==> config.mk <==
export PLATFORM = sky130hd
export DESIGN_NAME = keypad_matrix_capture
export DESIGN_NICKNAME = d
export VERILOG_FILES = /design/src/rtl/keypad_pkg.sv /design/src/rtl/synchronizer.sv /design/src/rtl/keypad_matrix_capture.sv
export SDC_FILE = /design/constraint.sdc
export NUM_CORES = 1
export LEC_CHECK = 0
export CORE_UTILIZATION = 34
export CTS_CLUSTER_SIZE = 24
export DETAILED_ROUTE_END_ITERATION = 8
export HOLD_SLACK_MARGIN = 0.02
export PLACE_DENSITY = 0.64
export RECOVER_POWER = 25
export SETUP_SLACK_MARGIN = 0.02
export SLEW_MARGIN = 20
export SYNTH_ARGS = -nofsm -noshare
export SYNTH_HDL_FRONTEND = slang
export SYNTH_HIERARCHICAL = 1
export SYNTH_SLANG_ARGS = --single-unit
==> constraint.sdc <==
create_clock -name clk -period 5.14 [get_ports clk]
set_input_delay 1.028 -clock clk [delete_from_list [all_inputs] [get_ports clk]]
set_output_delay 1.028 -clock clk [all_outputs]
set_load 0.05 [all_outputs]
==> src/rtl/keypad_pkg.sv <==
// Shared types and helpers for the matrix keypad front end.
package keypad_pkg;

  typedef enum logic [1:0] {
    SCAN     = 2'd0,
    DEBOUNCE = 2'd1,
    HELD     = 2'd2,
    RELEASE  = 2'd3
  } kp_state_e;

  function automatic int unsigned key_code_f(input int unsigned row_idx,
                                             input int unsigned col_idx,
                                             input int unsigned cols);
    return row_idx * cols + col_idx;
  endfunction

  function automatic int unsigned max_f(input int unsigned a, input int unsigned b);
    return (a > b) ? a : b;
  endfunction

endpackage

==> src/rtl/synchronizer.sv <==
// Two-flop synchroniser for asynchronous level inputs; resets to RESET_VAL so
// idle pins do not look active while the chain fills.
module synchronizer #(
  parameter int   WIDTH     = 1,
  parameter logic RESET_VAL = 1'b0
) (
  input  logic             clk,
  input  logic             reset,
  input  logic [WIDTH-1:0] d_i,
  output logic [WIDTH-1:0] q_o
);

  logic [WIDTH-1:0] meta_q;
  logic [WIDTH-1:0] sync_q;

  always_ff @(posedge clk or posedge reset) begin
    if (reset) begin
      meta_q <= {WIDTH{RESET_VAL}};
      sync_q <= {WIDTH{RESET_VAL}};
    end else begin
      meta_q <= d_i;
      sync_q <= meta_q;
    end
  end

  assign q_o = sync_q;

endmodule

==> src/rtl/keypad_matrix_capture.sv <==
// Column-scanning keypad front end: one key event per debounced press, plus a
// short shift-register history of accepted key codes (slice 0 newest).
module keypad_matrix_capture
  import keypad_pkg::*;
#(
  parameter int ROWS            = 4,
  parameter int COLS            = 4,
  parameter int SETTLE_CYCLES   = 4,
  parameter int DEBOUNCE_CYCLES = 8,
  parameter int HIST_DEPTH      = 2,
  parameter int ACTIVE_LOW      = 1,
  localparam int KEY_W          = $clog2(ROWS * COLS)
) (
  input  logic                        clk,
  input  logic                        reset,
  input  logic [ROWS-1:0]             row_in,
  output logic [COLS-1:0]             col,
  output logic [KEY_W-1:0]            key_code,
  output logic                        key_valid,
  output logic [HIST_DEPTH*KEY_W-1:0] hist,
  output logic                        multi_err
);

  localparam int ROW_W = (ROWS > 1) ? $clog2(ROWS) : 1;
  localparam int COL_W = (COLS > 1) ? $clog2(COLS) : 1;
  localparam int CNT_W = $clog2(max_f(SETTLE_CYCLES, DEBOUNCE_CYCLES) + 1);

  localparam logic [CNT_W-1:0] SETTLE_LAST = CNT_W'(SETTLE_CYCLES - 1);
  localparam logic [CNT_W-1:0] DEB_LAST    = CNT_W'(DEBOUNCE_CYCLES - 1);
  localparam logic [COLS-1:0]  COL_ONE     = COLS'(1);
  localparam logic [COLS-1:0]  COL_RESET   = (ACTIVE_LOW != 0) ? ~COL_ONE : COL_ONE;

  logic [ROWS-1:0] row_sync;
  logic [ROWS-1:0] rows_act;

  synchronizer #(
    .WIDTH    (ROWS),
    .RESET_VAL(ACTIVE_LOW != 0)
  ) u_row_sync (
    .clk  (clk),
    .reset(reset),
    .d_i  (row_in),
    .q_o  (row_sync)
  );

  assign rows_act = (ACTIVE_LOW != 0) ? ~row_sync : row_sync;

  kp_state_e                   state_q, state_d;
  logic [CNT_W-1:0]            cnt_q, cnt_d;
  logic [COL_W-1:0]            col_idx_q, col_idx_d;
  logic [ROW_W-1:0]            row_idx_q, row_idx_d;
  logic [COLS-1:0]             col_q, col_d;
  logic [KEY_W-1:0]            key_code_q, key_code_d;
  logic                        key_valid_q, key_valid_d;
  logic [HIST_DEPTH*KEY_W-1:0] hist_q, hist_d;
  logic                        multi_err_q, multi_err_d;

  logic [ROW_W-1:0]            hit_idx;
  logic                        none_act, one_act, latched_bit;
  logic [COL_W-1:0]            col_next;
  logic [KEY_W-1:0]            new_code;
  logic [HIST_DEPTH*KEY_W-1:0] hist_shift;

  always_comb begin
    hit_idx = '0;
    for (int r = 0; r < ROWS; r++) begin
      if (rows_act[r]) hit_idx = ROW_W'(r);
    end
  end

  assign none_act    = (rows_act == '0);
  assign one_act     = $onehot(rows_act);
  assign latched_bit = rows_act[row_idx_q];
  assign col_next    = (col_idx_q == COL_W'(COLS - 1)) ? '0 : col_idx_q + 1'b1;
  assign new_code    = KEY_W'(key_code_f(32'(row_idx_q), 32'(col_idx_q), COLS));

  // History shifts toward the MSBs; the oldest slice falls off the top.
  for (genvar gi = 0; gi < HIST_DEPTH; gi++) begin : g_hist
    if (gi == 0) begin : g_newest
      assign hist_shift[KEY_W-1:0] = new_code;
    end else begin : g_older
      assign hist_shift[gi*KEY_W +: KEY_W] = hist_q[(gi-1)*KEY_W +: KEY_W];
    end
  end

  always_comb begin
    state_d     = state_q;
    cnt_d       = cnt_q;
    col_idx_d   = col_idx_q;
    row_idx_d   = row_idx_q;
    key_code_d  = key_code_q;
    hist_d      = hist_q;
    key_valid_d = 1'b0;
    multi_err_d = 1'b0;

    case (state_q)
      SCAN: begin
        if (cnt_q == SETTLE_LAST) begin
          cnt_d = '0;
          if (one_act) begin
            row_idx_d = hit_idx;
            state_d   = DEBOUNCE;
          end else begin
            col_idx_d   = col_next;
            multi_err_d = !none_act;
          end
        end else begin
          cnt_d = cnt_q + 1'b1;
        end
      end
      DEBOUNCE: begin
        if (!latched_bit) begin
          state_d   = SCAN;
          cnt_d     = '0;
          col_idx_d = col_next;
        end else if (cnt_q == DEB_LAST) begin
          state_d     = HELD;
          cnt_d       = '0;
          key_code_d  = new_code;
          key_valid_d = 1'b1;
          hist_d      = hist_shift;
        end else begin
          cnt_d = cnt_q + 1'b1;
        end
      end
      HELD: begin
        if (!latched_bit) begin
          state_d = RELEASE;
          cnt_d   = '0;
        end
      end
      RELEASE: begin
        if (latched_bit) begin
          state_d = HELD;
          cnt_d   = '0;
        end else if (cnt_q == DEB_LAST) begin
          state_d   = SCAN;
          cnt_d     = '0;
          col_idx_d = col_next;
        end else begin
          cnt_d = cnt_q + 1'b1;
        end
      end
      default: begin
        state_d = SCAN;
        cnt_d   = '0;
      end
    endcase

    col_d = (ACTIVE_LOW != 0) ? ~(COL_ONE << col_idx_d) : (COL_ONE << col_idx_d);
  end

  always_ff @(posedge clk or posedge reset) begin
    if (reset) begin
      state_q     <= SCAN;
      cnt_q       <= '0;
      col_idx_q   <= '0;
      row_idx_q   <= '0;
      col_q       <= COL_RESET;
      key_code_q  <= '0;
      key_valid_q <= 1'b0;
      hist_q      <= '0;
      multi_err_q <= 1'b0;
    end else begin
      state_q     <= state_d;
      cnt_q       <= cnt_d;
      col_idx_q   <= col_idx_d;
      row_idx_q   <= row_idx_d;
      col_q       <= col_d;
      key_code_q  <= key_code_d;
      key_valid_q <= key_valid_d;
      hist_q      <= hist_d;
      multi_err_q <= multi_err_d;
    end
  end

  assign col       = col_q;
  assign key_code  = key_code_q;
  assign key_valid = key_valid_q;
  assign hist      = hist_q;
  assign multi_err = multi_err_q;

endmodule

# Word-level counts from Yosys, hierarchy flattened
# Cells that the tools add are included.
[word_totals] ff_bits=36 latch_bits=0 mem_bits_rw=0 mem_bits_ro=0 input_bits=6 output_inout_bits=18 memories=0
[op_classes] n_addsub=6 n_mul=0 div_mod_pow=0 order_cmp=1 n_eq_ne=12 n_shift=1 mux=32 bitwise=2 n_reduce_logical=6
[op_table] op="2-to-1 mux 2 bit" n=15
[op_table] op="2-to-1 mux 4 bit" n=5
[op_table] op="one-hot mux 4 bit (4 select lines)" n=1
[op_table] op="2-to-1 mux 1 bit" n=8
[op_table] op="inverter 4 bit" n=2
[op_table] op="one-hot mux 2 bit (4 select lines)" n=1
[op_table] op="equality test 2 bit (second input constant)" n=3
[op_table] op="inequality test 2 bit (second input constant)" n=3
[op_table] op="inequality test 3 bit (second input constant)" n=2
[op_table] op="one-hot mux 2 bit (3 select lines)" n=1
[op_table] op="AND reduction 3 bit" n=2
[op_table] op="AND reduction 5 bit" n=1
[op_table] op="adder 1 x 1 -> 2 bit" n=2
[op_table] op="adder 4 x 1 -> 4 bit (second input constant)" n=1
[op_table] op="adder 4 x 2 -> 4 bit" n=1
[op_table] op="equality test 4 x 2 -> 1 bit (second input constant)" n=1
[op_table] op="equality test 4 x 3 -> 1 bit (second input constant)" n=1
[op_table] op="zero test 4 bit" n=1
[op_table] op="<< shifter 1 x 2 -> 4 bit (first input constant)" n=1
[op_table] op="adder 2 x 2 -> 3 bit" n=1
[op_table] op="equality test 3 x 1 -> 1 bit (second input constant)" n=1
[op_table] op="less-than comparator 2 x 3 -> 1 bit (second input constant)" n=1
[op_table] op="adder 2 x 1 -> 2 bit (second input constant)" n=1
[op_table] op="binary-select mux 1 bit (select 2 bit)" n=1
[op_table] op="other kinds (3)" n=3

# Logic depth before layout (Yosys ltp)
[logic_depth] depth_word=9 ltp_mapped=9 mapped_depth_nobuf=8

# Cells and area by module
# The synthesis kept the hierarchy.
[by_module_without_submodules] module="keypad_matrix_capture" instances=1 cells_each=127 area_each_um2=1341.3 seq_area_each_um2=604.3
[by_module_without_submodules] module="synchronizer" instances=1 cells_each=9 area_each_um2=214.0 seq_area_each_um2=210.2

# Least setup slack after synthesis
# No wires, ideal clock.
[synth_path] path_kind="register to register" startpoint="reg u_row_sync.sync_q[0] (netlist: u_row_sync/q_o[0])" endpoint="reg col_idx_q[0]" setup_time_ns=0.125 t_arrival_ns=2.346 required_ns=5.015 path_slack_ns=2.669 path_stages_with_launch=10 path_cell_list="dfstp_2 -> fa_1 -> inv_1 -> ha_1 -> ha_1 -> nor3b_1 -> nor2b_1 -> a32o_1 -> buf_6 -> mux2_4"
[synth_via] elab_chain_len=7 word_cells_on_any_way=11
[synth_lines] item="start: declaration" line_no="synchronizer.sv:14" rtl="logic [WIDTH-1:0] sync_q;"
[synth_lines] item="start signal: assignment" line_no="synchronizer.sv:19" rtl="sync_q <= {WIDTH{RESET_VAL}};"
[synth_lines] item="start signal: assignment" line_no="synchronizer.sv:22" rtl="sync_q <= meta_q;"
[synth_lines] item="inverter 4 bit (*)" line_no="keypad_matrix_capture.sv:46" rtl="assign rows_act = (ACTIVE_LOW != 0) ? ~row_sync : row_sync;"
[synth_lines] item="adder 1 x 1 -> 2 bit (implied by the code)" line_no="keypad_matrix_capture.sv:72" rtl="assign one_act = $onehot(rows_act);"
[synth_lines] item="adder 2 x 2 -> 3 bit (implied by the code)" line_no="keypad_matrix_capture.sv:72"
[synth_lines] item="equality test 3 x 1 -> 1 bit" line_no="keypad_matrix_capture.sv:72"
[synth_lines] item="2-to-1 mux 2 bit" line_no="keypad_matrix_capture.sv:100" rtl="if (one_act) begin"
[synth_lines] item="2-to-1 mux 2 bit" line_no="keypad_matrix_capture.sv:98" rtl="if (cnt_q == SETTLE_LAST) begin"
[synth_lines] item="one-hot mux 2 bit (3 select lines) (*)" line_no="keypad_matrix_capture.sv:96" rtl="case (state_q)"
[synth_lines] item="named net col_idx_d[0]" line_no="keypad_matrix_capture.sv:50" rtl="logic [COL_W-1:0] col_idx_q, col_idx_d;"
[synth_lines] item="end signal: assignment" line_no="keypad_matrix_capture.sv:167" rtl="col_idx_q <= col_idx_d;"
[synth_lines] item="end: declaration" line_no="keypad_matrix_capture.sv:50"
# Mark *: on every way through the listed nets, which the timed path passes. The rest lies on a longest branch. The select of a mux whose other input is x is not followed.
# A chain may end at the register's enable or synchronous reset.

# Final worst setup path
[layout_path] startpoint="reg u_row_sync.sync_q[1] (netlist: u_row_sync/q_o[1])" endpoint="reg col_idx_q[1]"
# The elaborated chain is that of the path after synthesis.

==> flow_metrics.tcl <==
set metrics [dict create \
    run_status "finished, final reports clean" \
    synth_compound_gate_area_share 0.0579 \
    tightestPinTransition_ns 1.14 \
    register_to_register_setup_slack_ns 2.48 \
    max_stage_delay_ns 0.56 \
    maxSlewHeadroom 0.235 \
    critical_path.n_buffers_inverters 1 \
    synthesis.area_per_instance_sq_um 11.4 \
    routabilityCongestion 0.867 \
    clock.fmax_ghz 0.376 \
    unrepaired_setup_endpoints_after_global_routing "false" \
    net_sw_frac 0.413 \
    final_hold_viol_count 0 \
    netSwitchingPower_mw 0.472 \
    p_clk_frac 0.182 \
    cts.repair.resized 0 \
    detailroute.via_count 1027 \
    synth.yosys.seq_area_share 0.524 \
    cts_sink_count 32 \
    cts_buffers 5 \
    synth-adder-area-share 0.0531 \
    post_synth_num_cell_types 33 \
    viasPerCell 5.01 \
    globalRoute.totalOverflow 0 \
    rows 24 \
    rr_worst_depth 8 \
    worst_clock_skew_ns 0.00511 \
    setup-tns-final_ns 0 \
    synth_xor_xnor_area_share 0.00563 \
    floorplan.die.height_um 69.6 \
    clk_root_buffer_cell "clkbuf_8" \
    p_int_mw 0.669 \
    synthMuxAreaShare 0.142 \
    post_route_cells_drive_above_1_share 0.216 \
    clk-insertion-delay-late_ns 0.28 \
    vdd.ir_drop.worst_mv 0.180 \
    first_global_vias 1041 \
    leakage_nw 0.793 \
    antenna_found_initial 0 \
    drt_iter0_drc 28 \
    global_route_wire_length_before_repair_um 4620 \
    dr.pass1.iters 4 \
    num_io_pins 24 \
    cts_post_setup_buffers_inserted 0 \
    initial_core_util 0.355 \
    final_area_sq_um 1850 \
    cp_common_cell "ha_1" \
    drt.antenna.violating_nets 0 \
    timing.setup.critical_path_class "reg -> reg" \
    min_path_type "reg -> reg" \
    critPathMaxFanout 6 \
    postLayoutSetupSlackWorst_ns 2.48 \
    start_kind "register" \
    final_report_setup_violation_count 0 \
    worstHoldStart "u_row_sync/meta_q[1]" \
    detail_route.wl_per_cell_um 12.9 \
    power.combinational.fraction 0.459 \
    final_min_period_over_clock_period 0.518 \
    post-route-drc-count 0 \
    grt_usage 0.122 \
    cell_with_the_largest_stage_delay_on_the_worst_path "dfstp_2" \
    power-per-cell-area_nw_per_um2 618 \
    total_power_mw 1.14 \
    post_cts_hold_buffer_count 0 \
    worstPathCellList "fa_1, inv_1, ha_1, ha_1, nor3b_1, nor2b_1, a32o_1, mux2_4" \
    cp.required_ns 5.31 \
    post_synth_and_or_nand_nor_area_fraction 0.138 \
    endpoint_kind "register" \
    worst_ep_arrival_time_ns 2.83 \
    path_delay_family "adder cells" \
    ys_warn_count 6 \
    core_area_sq_um 4380 \
    final-max-slew-violation-count 0 \
    period_minus_slack_ns 2.66 \
    worst_setup_hold_path_clk_slew_ns 0.06 \
    buffer_ports.inserted 23 \
    worstHoldPathCells 0 \
    synth_area_sq_um 1560 \
    postSynthRegisterBits 32 \
    flow.area_growth_from_synthesis_pct 18.7 \
    cts_tree "built" \
    crit-reg2reg-capture "col_idx_q[1]" \
    place_ws_ns 2.49 \
    detail_route.wirelength_um 2640 \
    detailedPlacementHpwl_um 1990 \
    holdPathEnd "u_row_sync/q_o[1]" \
    cts-htree-levels 2 \
    p_seq_frac 0.360 \
    antenna_cells 0 \
    post_synthesis_cells 136 \
    worstReg2RegStart "u_row_sync/q_o[1]" \
    final_nets 164 \
    clk_path_buf_depth 2 \
    max-cap-violations 0 \
    floorplan.die.width_um 69.6 \
    die_area_sq_um 4850 \
    detailed_place.area_sq_um 1760 \
    synth_top_family_by_area "multiplexers" \
    mappedNetlistNets 148 \
    maximum_number_of_pins_on_one_net_before_global_route_repair 25 \
]
## cells in the mapped netlist (all sizes together)
cell | count | area share
a21oi | 1 | 0.0032
ha | 5 | 0.040
mux4 | 1 | 0.014
nand2b | 1 | 0.0040
nand3b | 2 | 0.0097
mux2i | 3 | 0.019
nor2b | 3 | 0.012
a31oi | 2 | 0.0080
o21ai | 9 | 0.029
a32o | 1 | 0.0064
dfrtp | 21 | 0.34
xnor2 | 1 | 0.0056
mux2 | 14 | 0.11
inv | 8 | 0.019
nand4 | 1 | 0.0040
nor4 | 2 | 0.0080
dfstp | 11 | 0.19
nor2 | 10 | 0.024
a32oi | 1 | 0.0056
nand3 | 4 | 0.013
nor3 | 3 | 0.017
and3 | 2 | 0.0080
a221oi | 1 | 0.0056
nand2 | 12 | 0.029
fa | 1 | 0.013
buf | 13 | 0.057
nor3b | 2 | 0.0097
clkbuf | 1 | 0.0024
## worst max-delay path by stage
stage | cells after the start | endpoint | startpoint
6_report | 8 | col_idx_q[1] | u_row_sync/q_o[1]
5_1_grt | 8 | col_idx_q[0] | u_row_sync/q_o[1]
4_1_cts | 8 | col_idx_q[1] | u_row_sync/q_o[1]
3_3_place_gp | 8 | col_idx_q[1] | u_row_sync/q_o[0]
2_1_floorplan | 9 | col_idx_q[0] | u_row_sync/q_o[0]
3_5_place_dp | 8 | col_idx_q[1] | u_row_sync/q_o[1]
## per-layer routing
layer  part of all wire  global-route usage  up-vias
li1                   -                   -      488
met1               0.43               0.138      512
met2               0.51               0.214       25
met3              0.046              0.0494        2
met4             0.0072              0.0333        0
met5                  0                   0        -
## layout make-up
cell class | count | area [sq um]
clock buffer | 8 | 100
fill | 424 | 2540
inverter | 8 | 30.0
multi-input combinational | 82 | 607
sequential | 32 | 815
tap | 52 | 65.1
timing repair buffer | 23 | 230
## metrics by stage
| step | hold WS, ns | util | cells |
|---|---|---|---|
| after CTS | 0.356 | 0.424 | 205 |
| after floorplan | 0.345 | - | 136 |
| after global routing | 0.360 | 0.421 | 205 |
| after detailed placement | 0.347 | 0.401 | 197 |
| after global placement | 0.347 | 0.401 | 197 |
| final | 0.356 | 0.421 | 205 |
## power groups by stage
stage / combinational (mW) / clock (mW) / sequential [mW]
after global routing: 0.566 / 0.225 / 0.425
final: 0.523 / 0.207 / 0.411
after CTS: 0.531 / 0.215 / 0.411
after floorplan: 0.420 / 0 / 0.431
after detailed placement: 0.530 / 0 / 0.417
after global placement: 0.511 / 0 / 0.410
## layout by cell type, fill, tap and decap left out, drive strengths merged
cell type,count
nand3b,2
xnor2,1
a31oi,2
dlygate4sd3,5
ha,5
dfstp,11
nor4,2
inv,8
a21oi,1
mux2i,3
and3,2
fa,1
mux4,1
nand3,4
nor3,3
dfrtp,21
o21ai,9
nand2,12
nand4,1
clkdlybuf4s50,18
a221oi,1
mux2,14
clkbuf,8
nand2b,1
nor2,10
nor3b,2
nor2b,3
a32oi,1
a32o,1
## state kept, by name, indices dropped and copies added (netlist names), named ones only
register,cells
hist,5
cnt_q,4
col,4
u_row_sync/meta_q,4
u_row_sync/q_o,4
key_code,3
col_idx_q,2
row_idx_q,2
key_valid,1
multi_err,1
state_q,1
## cells by family (layout without fill, tap and decap cells)
kind of cell	after synthesis	in the layout
muxes	18	18
xor gates and xnor gates	1	1
and+or+nand+nor	42	42
buffers and inverters	22	39
adders and majority gates	6	6
DFF	32	32
AOI/OAI and AO/OA	15	15
Power figures use the tool's default switching activity.
